--- config.mk ---
export PLATFORM = sky130hd
export DESIGN_NAME = sync_fifo
export DESIGN_NICKNAME = d
export VERILOG_FILES = /design/src/rtl/fifo_pkg.sv /design/src/rtl/fifo_ptr_wrap.sv /design/src/rtl/sync_fifo.sv
export SDC_FILE = /design/constraint.sdc
export NUM_CORES = 1
export LEC_CHECK = 0
export CAP_MARGIN = 30
export CORE_MARGIN = 5
export CORE_UTILIZATION = 56
export DETAILED_ROUTE_END_ITERATION = 8
export GPL_TIMING_DRIVEN = 0
export PLACE_DENSITY = 0.78
export SLEW_MARGIN = 20
export SYNTH_ARGS = -nofsm -noshare
export SYNTH_HDL_FRONTEND = slang
export SYNTH_SLANG_ARGS = --single-unit
--- constraint.sdc ---
create_clock -name clk -period 2.7 [get_ports clk]
set_input_delay 0.405 -clock clk [delete_from_list [all_inputs] [get_ports clk]]
set_output_delay 0.405 -clock clk [all_outputs]
set_load 0.01 [all_outputs]
--- src/rtl/fifo_pkg.sv ---
// rtl/fifo_pkg.sv - shared FIFO mode constants and address-width helper
package fifo_pkg;

  localparam int FIFO_STD  = 0;
  localparam int FIFO_FWFT = 1;

  function automatic int fifo_clog2(input int value);
    int r;
    r = 0;
    while ((1 << r) < value) r++;
    return r;
  endfunction

endpackage

--- src/rtl/fifo_ptr_wrap.sv ---
// rtl/fifo_ptr_wrap.sv - address counter wrapping at DEPTH-1 for any DEPTH
module fifo_ptr_wrap
  import fifo_pkg::*;
#(
  parameter  int DEPTH = 8,
  localparam int AW    = fifo_clog2(DEPTH)
) (
  input  logic          clk,
  input  logic          rst,
  input  logic          inc,
  output logic [AW-1:0] addr
);

  localparam logic [AW-1:0] LAST = AW'(DEPTH - 1);

  logic [AW-1:0] addr_q;
  logic [AW-1:0] addr_d;

  // Explicit compare so non-power-of-two depths wrap correctly.
  always_comb begin
    addr_d = addr_q;
    if (inc) begin
      addr_d = (addr_q == LAST) ? '0 : addr_q + 1'b1;
    end
  end

  always_ff @(posedge clk or posedge rst) begin
    if (rst) begin
      addr_q <= '0;
    end else begin
      addr_q <= addr_d;
    end
  end

  assign addr = addr_q;

endmodule

--- src/rtl/sync_fifo.sv ---
// rtl/sync_fifo.sv - single-clock FIFO with any depth, STD/FWFT read and sticky errors
module sync_fifo
  import fifo_pkg::*;
#(
  parameter  int WIDTH     = 8,
  parameter  int DEPTH     = 8,
  parameter  int AFULL_TH  = DEPTH - 2,
  parameter  int AEMPTY_TH = 2,
  parameter  int FWFT      = FIFO_STD,
  localparam int AW        = fifo_clog2(DEPTH)
) (
  input  logic             clk,
  input  logic             rst,
  input  logic             wr_en,
  input  logic [WIDTH-1:0] wr_data,
  input  logic             rd_en,
  input  logic             clr_err,
  output logic [WIDTH-1:0] rd_data,
  output logic             rd_valid,
  output logic             full,
  output logic             empty,
  output logic             almost_full,
  output logic             almost_empty,
  output logic [AW:0]      count,
  output logic             overflow,
  output logic             underflow
);

  if (DEPTH < 2) begin : g_bad_depth
    $error("sync_fifo: DEPTH must be at least 2");
  end
  if (AEMPTY_TH < 0 || AEMPTY_TH >= AFULL_TH || AFULL_TH > DEPTH) begin : g_bad_th
    $error("sync_fifo: thresholds must satisfy 0 <= AEMPTY_TH < AFULL_TH <= DEPTH");
  end
  if (FWFT != FIFO_STD && FWFT != FIFO_FWFT) begin : g_bad_mode
    $error("sync_fifo: FWFT must be 0 or 1");
  end

  localparam logic [AW:0] DEPTH_C = (AW + 1)'(DEPTH);
  localparam logic [AW:0] AFULL_C = (AW + 1)'(AFULL_TH);
  localparam logic [AW:0] AEMPT_C = (AW + 1)'(AEMPTY_TH);

  logic [WIDTH-1:0] mem_q [DEPTH];
  logic [AW-1:0]    wr_addr;
  logic [AW-1:0]    rd_addr;
  logic [AW:0]      count_q, count_d;
  logic             overflow_q, overflow_d;
  logic             underflow_q, underflow_d;
  logic             wr_acc;
  logic             rd_acc;

  assign full         = (count_q == DEPTH_C);
  assign empty        = (count_q == '0);
  assign almost_full  = (count_q >= AFULL_C);
  assign almost_empty = (count_q <= AEMPT_C);
  assign wr_acc       = wr_en & ~full;
  assign rd_acc       = rd_en & ~empty;

  fifo_ptr_wrap #(.DEPTH(DEPTH)) u_wr_ptr (
    .clk  (clk),
    .rst  (rst),
    .inc  (wr_acc),
    .addr (wr_addr)
  );

  fifo_ptr_wrap #(.DEPTH(DEPTH)) u_rd_ptr (
    .clk  (clk),
    .rst  (rst),
    .inc  (rd_acc),
    .addr (rd_addr)
  );

  always_ff @(posedge clk) begin
    if (wr_acc) begin
      mem_q[wr_addr] <= wr_data;
    end
  end

  // A set condition wins over clr_err in the same cycle.
  always_comb begin
    count_d = count_q;
    case ({wr_acc, rd_acc})
      2'b10:   count_d = count_q + 1'b1;
      2'b01:   count_d = count_q - 1'b1;
      default: count_d = count_q;
    endcase
    overflow_d  = (wr_en & full)  | (overflow_q  & ~clr_err);
    underflow_d = (rd_en & empty) | (underflow_q & ~clr_err);
  end

  always_ff @(posedge clk or posedge rst) begin
    if (rst) begin
      count_q     <= '0;
      overflow_q  <= 1'b0;
      underflow_q <= 1'b0;
    end else begin
      count_q     <= count_d;
      overflow_q  <= overflow_d;
      underflow_q <= underflow_d;
    end
  end

  assign count     = count_q;
  assign overflow  = overflow_q;
  assign underflow = underflow_q;

  if (FWFT == FIFO_FWFT) begin : g_fwft
    assign rd_data  = mem_q[rd_addr];
    assign rd_valid = ~empty;
  end else begin : g_std
    logic [WIDTH-1:0] rd_data_q, rd_data_d;
    logic             rd_valid_q, rd_valid_d;

    always_comb begin
      rd_data_d  = rd_acc ? mem_q[rd_addr] : rd_data_q;
      rd_valid_d = rd_acc;
    end

    always_ff @(posedge clk or posedge rst) begin
      if (rst) begin
        rd_data_q  <= '0;
        rd_valid_q <= 1'b0;
      end else begin
        rd_data_q  <= rd_data_d;
        rd_valid_q <= rd_valid_d;
      end
    end

    assign rd_data  = rd_data_q;
    assign rd_valid = rd_valid_q;
  end

endmodule

==> results of run 1 <==
[worst max-delay path, delay by kind of cell, from the launching register on]
kind,cells,cell delay (ns)
and+or+nand+nor,3,0.61
AOI/OAI and AO/OA,1,0.14
xor gates and xnor gates,3,0.45
DFF,1,0.49
adders and majority gates,2,0.44
buffers and inverters,2,0.25
[cell usage in the layout (no fill, tap or decap), drive strengths merged]
master | Yosys | routed
a211oi | 1 | 1
a21o | 2 | 2
a21oi | 1 | 1
a221o | 8 | 8
a32oi | 1 | 1
buf | 9 | 14
bufinv | 0 | 2
clkbuf | 2 | 10
clkdlybuf4s50 | 0 | 31
clkinv | 0 | 1
clkinvlp | 0 | 1
dfrtp | 21 | 21
edfxtp | 64 | 64
ha | 7 | 7
inv | 4 | 7
mux2 | 19 | 19
mux2i | 16 | 16
nand2 | 15 | 15
nand2b | 8 | 8
nand3b | 1 | 1
nor2 | 6 | 6
nor2b | 1 | 1
nor3 | 6 | 6
nor3b | 1 | 1
nor4 | 2 | 2
nor4b | 1 | 1
o21ai | 14 | 14
o22ai | 8 | 8
or3b | 1 | 1
xnor2 | 2 | 2
xor2 | 3 | 3
[report_power, final]
part,leakage (nW),internal (mW),switching (mW),total (mW)
combinational,0.613,0.886,0.837,1.72
sequential,0.834,1.71,0.194,1.90
clock,0.112,0.535,0.473,1.01
[synthesized netlist by cell type, types with 6 or more instances]
cell / count
o22ai_1: 8
o21ai_1: 7
mux2_2: 19
nor2_1: 6
nand2_1: 15
a221o_1: 8
nand2b_1: 8
nor3_1: 6
dfrtp_1: 21
ha_1: 7
edfxtp_1: 64
o21ai_0: 6
mux2i_1: 16
[sequential cells by signal, indices dropped and copies added, names as in the netlist]
| register | count |
|---|---|
| mem_q | 64 |
| rd_data | 8 |
| count | 4 |
| u_rd_ptr.addr | 3 |
| u_wr_ptr.addr | 3 |
| overflow | 1 |
| rd_valid | 1 |
| underflow | 1 |
[what timing repair did]
action	in CTS	in global routing
setup endpoints to repair	0	1
buffers inserted	0	2
gates resized for setup	0	3
[through the flow]
| step | instance area [sq um] | hold WS, ns |
|---|---|---|
| finish | 4250 | 0.488 |
| global route | 4250 | 0.518 |
| CTS | 4230 | 0.491 |
| detailed placement | 4000 | 0.472 |
| global placement | 3970 | 0.462 |
| floorplan | 3560 | 0.382 |
[routing by layer]
layer  wire, um  vias up  track usage, %
met4         85        0            6.42
met5          0        -               0
met2       3030       43            24.6
met1       2950     1016            23.6
met3        288        7            4.51
li1           -      949               -
[cell families (layout without fill, tap and decap cells)]
family                     count (synthesis)  in the layout  share of synthesized area (%)
adders and majority gates                  7              7                           2.46
AOI/OAI and AO/OA                         35             35                           6.75
buffers and inverters                     15             66                           3.58
xor gates and xnor gates                   5              5                           1.23
DFF                                       85             85                           68.7
muxes                                     35             35                           10.5
and+or+nand+nor                           42             42                           6.75
[final cells by class]
cell class,count,area [sq um]
Sequential cell,85,2450
Fill cell,447,2030
Multi-Input combinational cell,124,1010
Timing Repair Buffer,35,335
Clock buffer,9,124
Buffer,11,113
Clock inverter,7,105
Tap cell,77,96.3
Inverter,4,15.0
[how the worst min path moves through the flow]
stage | slack (ns) | endpoint | depth (start not counted)
final | 0.49 | rd_data[6] | 2
after global routing | 0.52 | rd_data[6] | 2
after CTS | 0.49 | rd_data[3] | 2
after detailed placement | 0.47 | rd_data[3] | 2
after global placement | 0.46 | rd_data[3] | 2
after floorplan | 0.38 | count[0] | 1
==> flow_summary.ini, run 1 <==
[outcome]
status = finished clean

[worst_hold_path]
worstHoldPathType = reg -> reg
holdCritStartpoint = rd_data[6]

[placed_design]
place_ws_ns = 0.0814
gp_congestion = 0.757
port_buffers = 31
dp_hpwl_um = 4300
place_inst = 334

[pwr]
vdd.ir_drop.worst_mv = 0.676
power.density_nw_per_um2 = 1090
finalPower_mw = 4.63
p_leak_nw = 1.56

[layout]
drive_gt1_share_pct = 21.1
final_cells = 352
diodes = 0
syn2layout_area_growth_pct = 19.4
nets = 290
utilization_pct = 67.7

[sta]
slew_viol_final = 0
relSlewSlack_pct = 46.9
finalClockSkew_ns = 0.0127
fmax_mhz = 400
fin_crit_ns = 2.50
hold_viol = 0
period_share_pct = 92.7
setup_slack_ns = 0.198
finalSetupViolCount = 0
finalSetupTns_ns = 0
max_slew.worst_pin.slew_ns = 0.795

[cts]
clk_path_buf_depth = 2
clock-sinks = 85
postCtsHoldBufs = 0
clock-root-buffer = clkbuf_8
cts_buffers = 9
cts_tree = built
clk_pin_slew_ns = 0.09
cts_max_level = 3
clock_latency_ns = 0.35

[synth]
synth-main-ff-cell = edfxtp_1
synth_cells = 224
ys.warnings.count = 0
ys_ff_latch = 85
synth_top_area_share_pct = 54.0
syn-num-nets = 244
avgSynthCellArea_sq_um = 15.9
synthTopCellsByArea = edfxtp_1 54%, dfrtp_1 15%, mux2_2 6.0%, mux2i_1 4.5%, ha_1 2.5%
synth_largest_area_cell = edfxtp_1
ys_seq_area_share_pct = 68.7
yosysUniqueCellTypes = 35
netlist_area_sq_um = 3560
async_reset_ff_share_pct = 24.7
synth_edf_count = 64

[detailed_routing]
first_pass_iters = 4
drcViolationCount = 0
wirelength_um = 6360
vias = 2015
viasPerCell = 5.72
drt_iter0_drc = 138
drt.antenna.violating_nets = 0
wl_per_cell_um = 18.1

[setup_path]
r2r_end = count[2]
crit_path_end = count[2]
crit_fanout = 10
cpPeakStageDelay_ns = 0.49
end_kind = flip-flop
worstReg2RegStart = count[0]
start_kind = flip-flop
critical_path.startpoint = count[0]
critPathKind = reg -> reg
cpMostUsedCell = xor2_1
cp_cell_sequence = nor4_4 -> nand2b_4 -> buf_4 -> inv_1 -> ha_1 -> xor2_1 -> ha_1 -> a21oi_1 -> xor2_1 -> nor2_1 -> xor2_1
rrSetupSlack_ns = 0.20
crit_required_ns = 2.93
r2r_cells = 11
worstPathArrival_ns = 2.74
cp_slowest_cell = dfrtp_2

[floorplanning]
die_x_um = 89.7
die_area_sq_um = 8050
fp.dieH_um = 89.7
num_io_pins = 32
floorplan.initialDensity_pct = 56.7
rows = 29
core_sq_um = 6280

[global_routing]
grt_util_all_layers_pct = 16.6
grt_antenna_before_repair = 0
grt_overflow_total = 0
grt_pass1_wl_um = 10400
grt_max_degree = 22
grt_pass1_vias = 2014

[run]
cap_violations = 0
Note: power is estimated with default switching activity, not from simulation.
==> run 2: changes to the inputs <==
Settings changed: TNS_END_PERCENT set to 30.
==> results of run 2 <==
The final DEF is identical to that of run 1; final timing and power are the same.
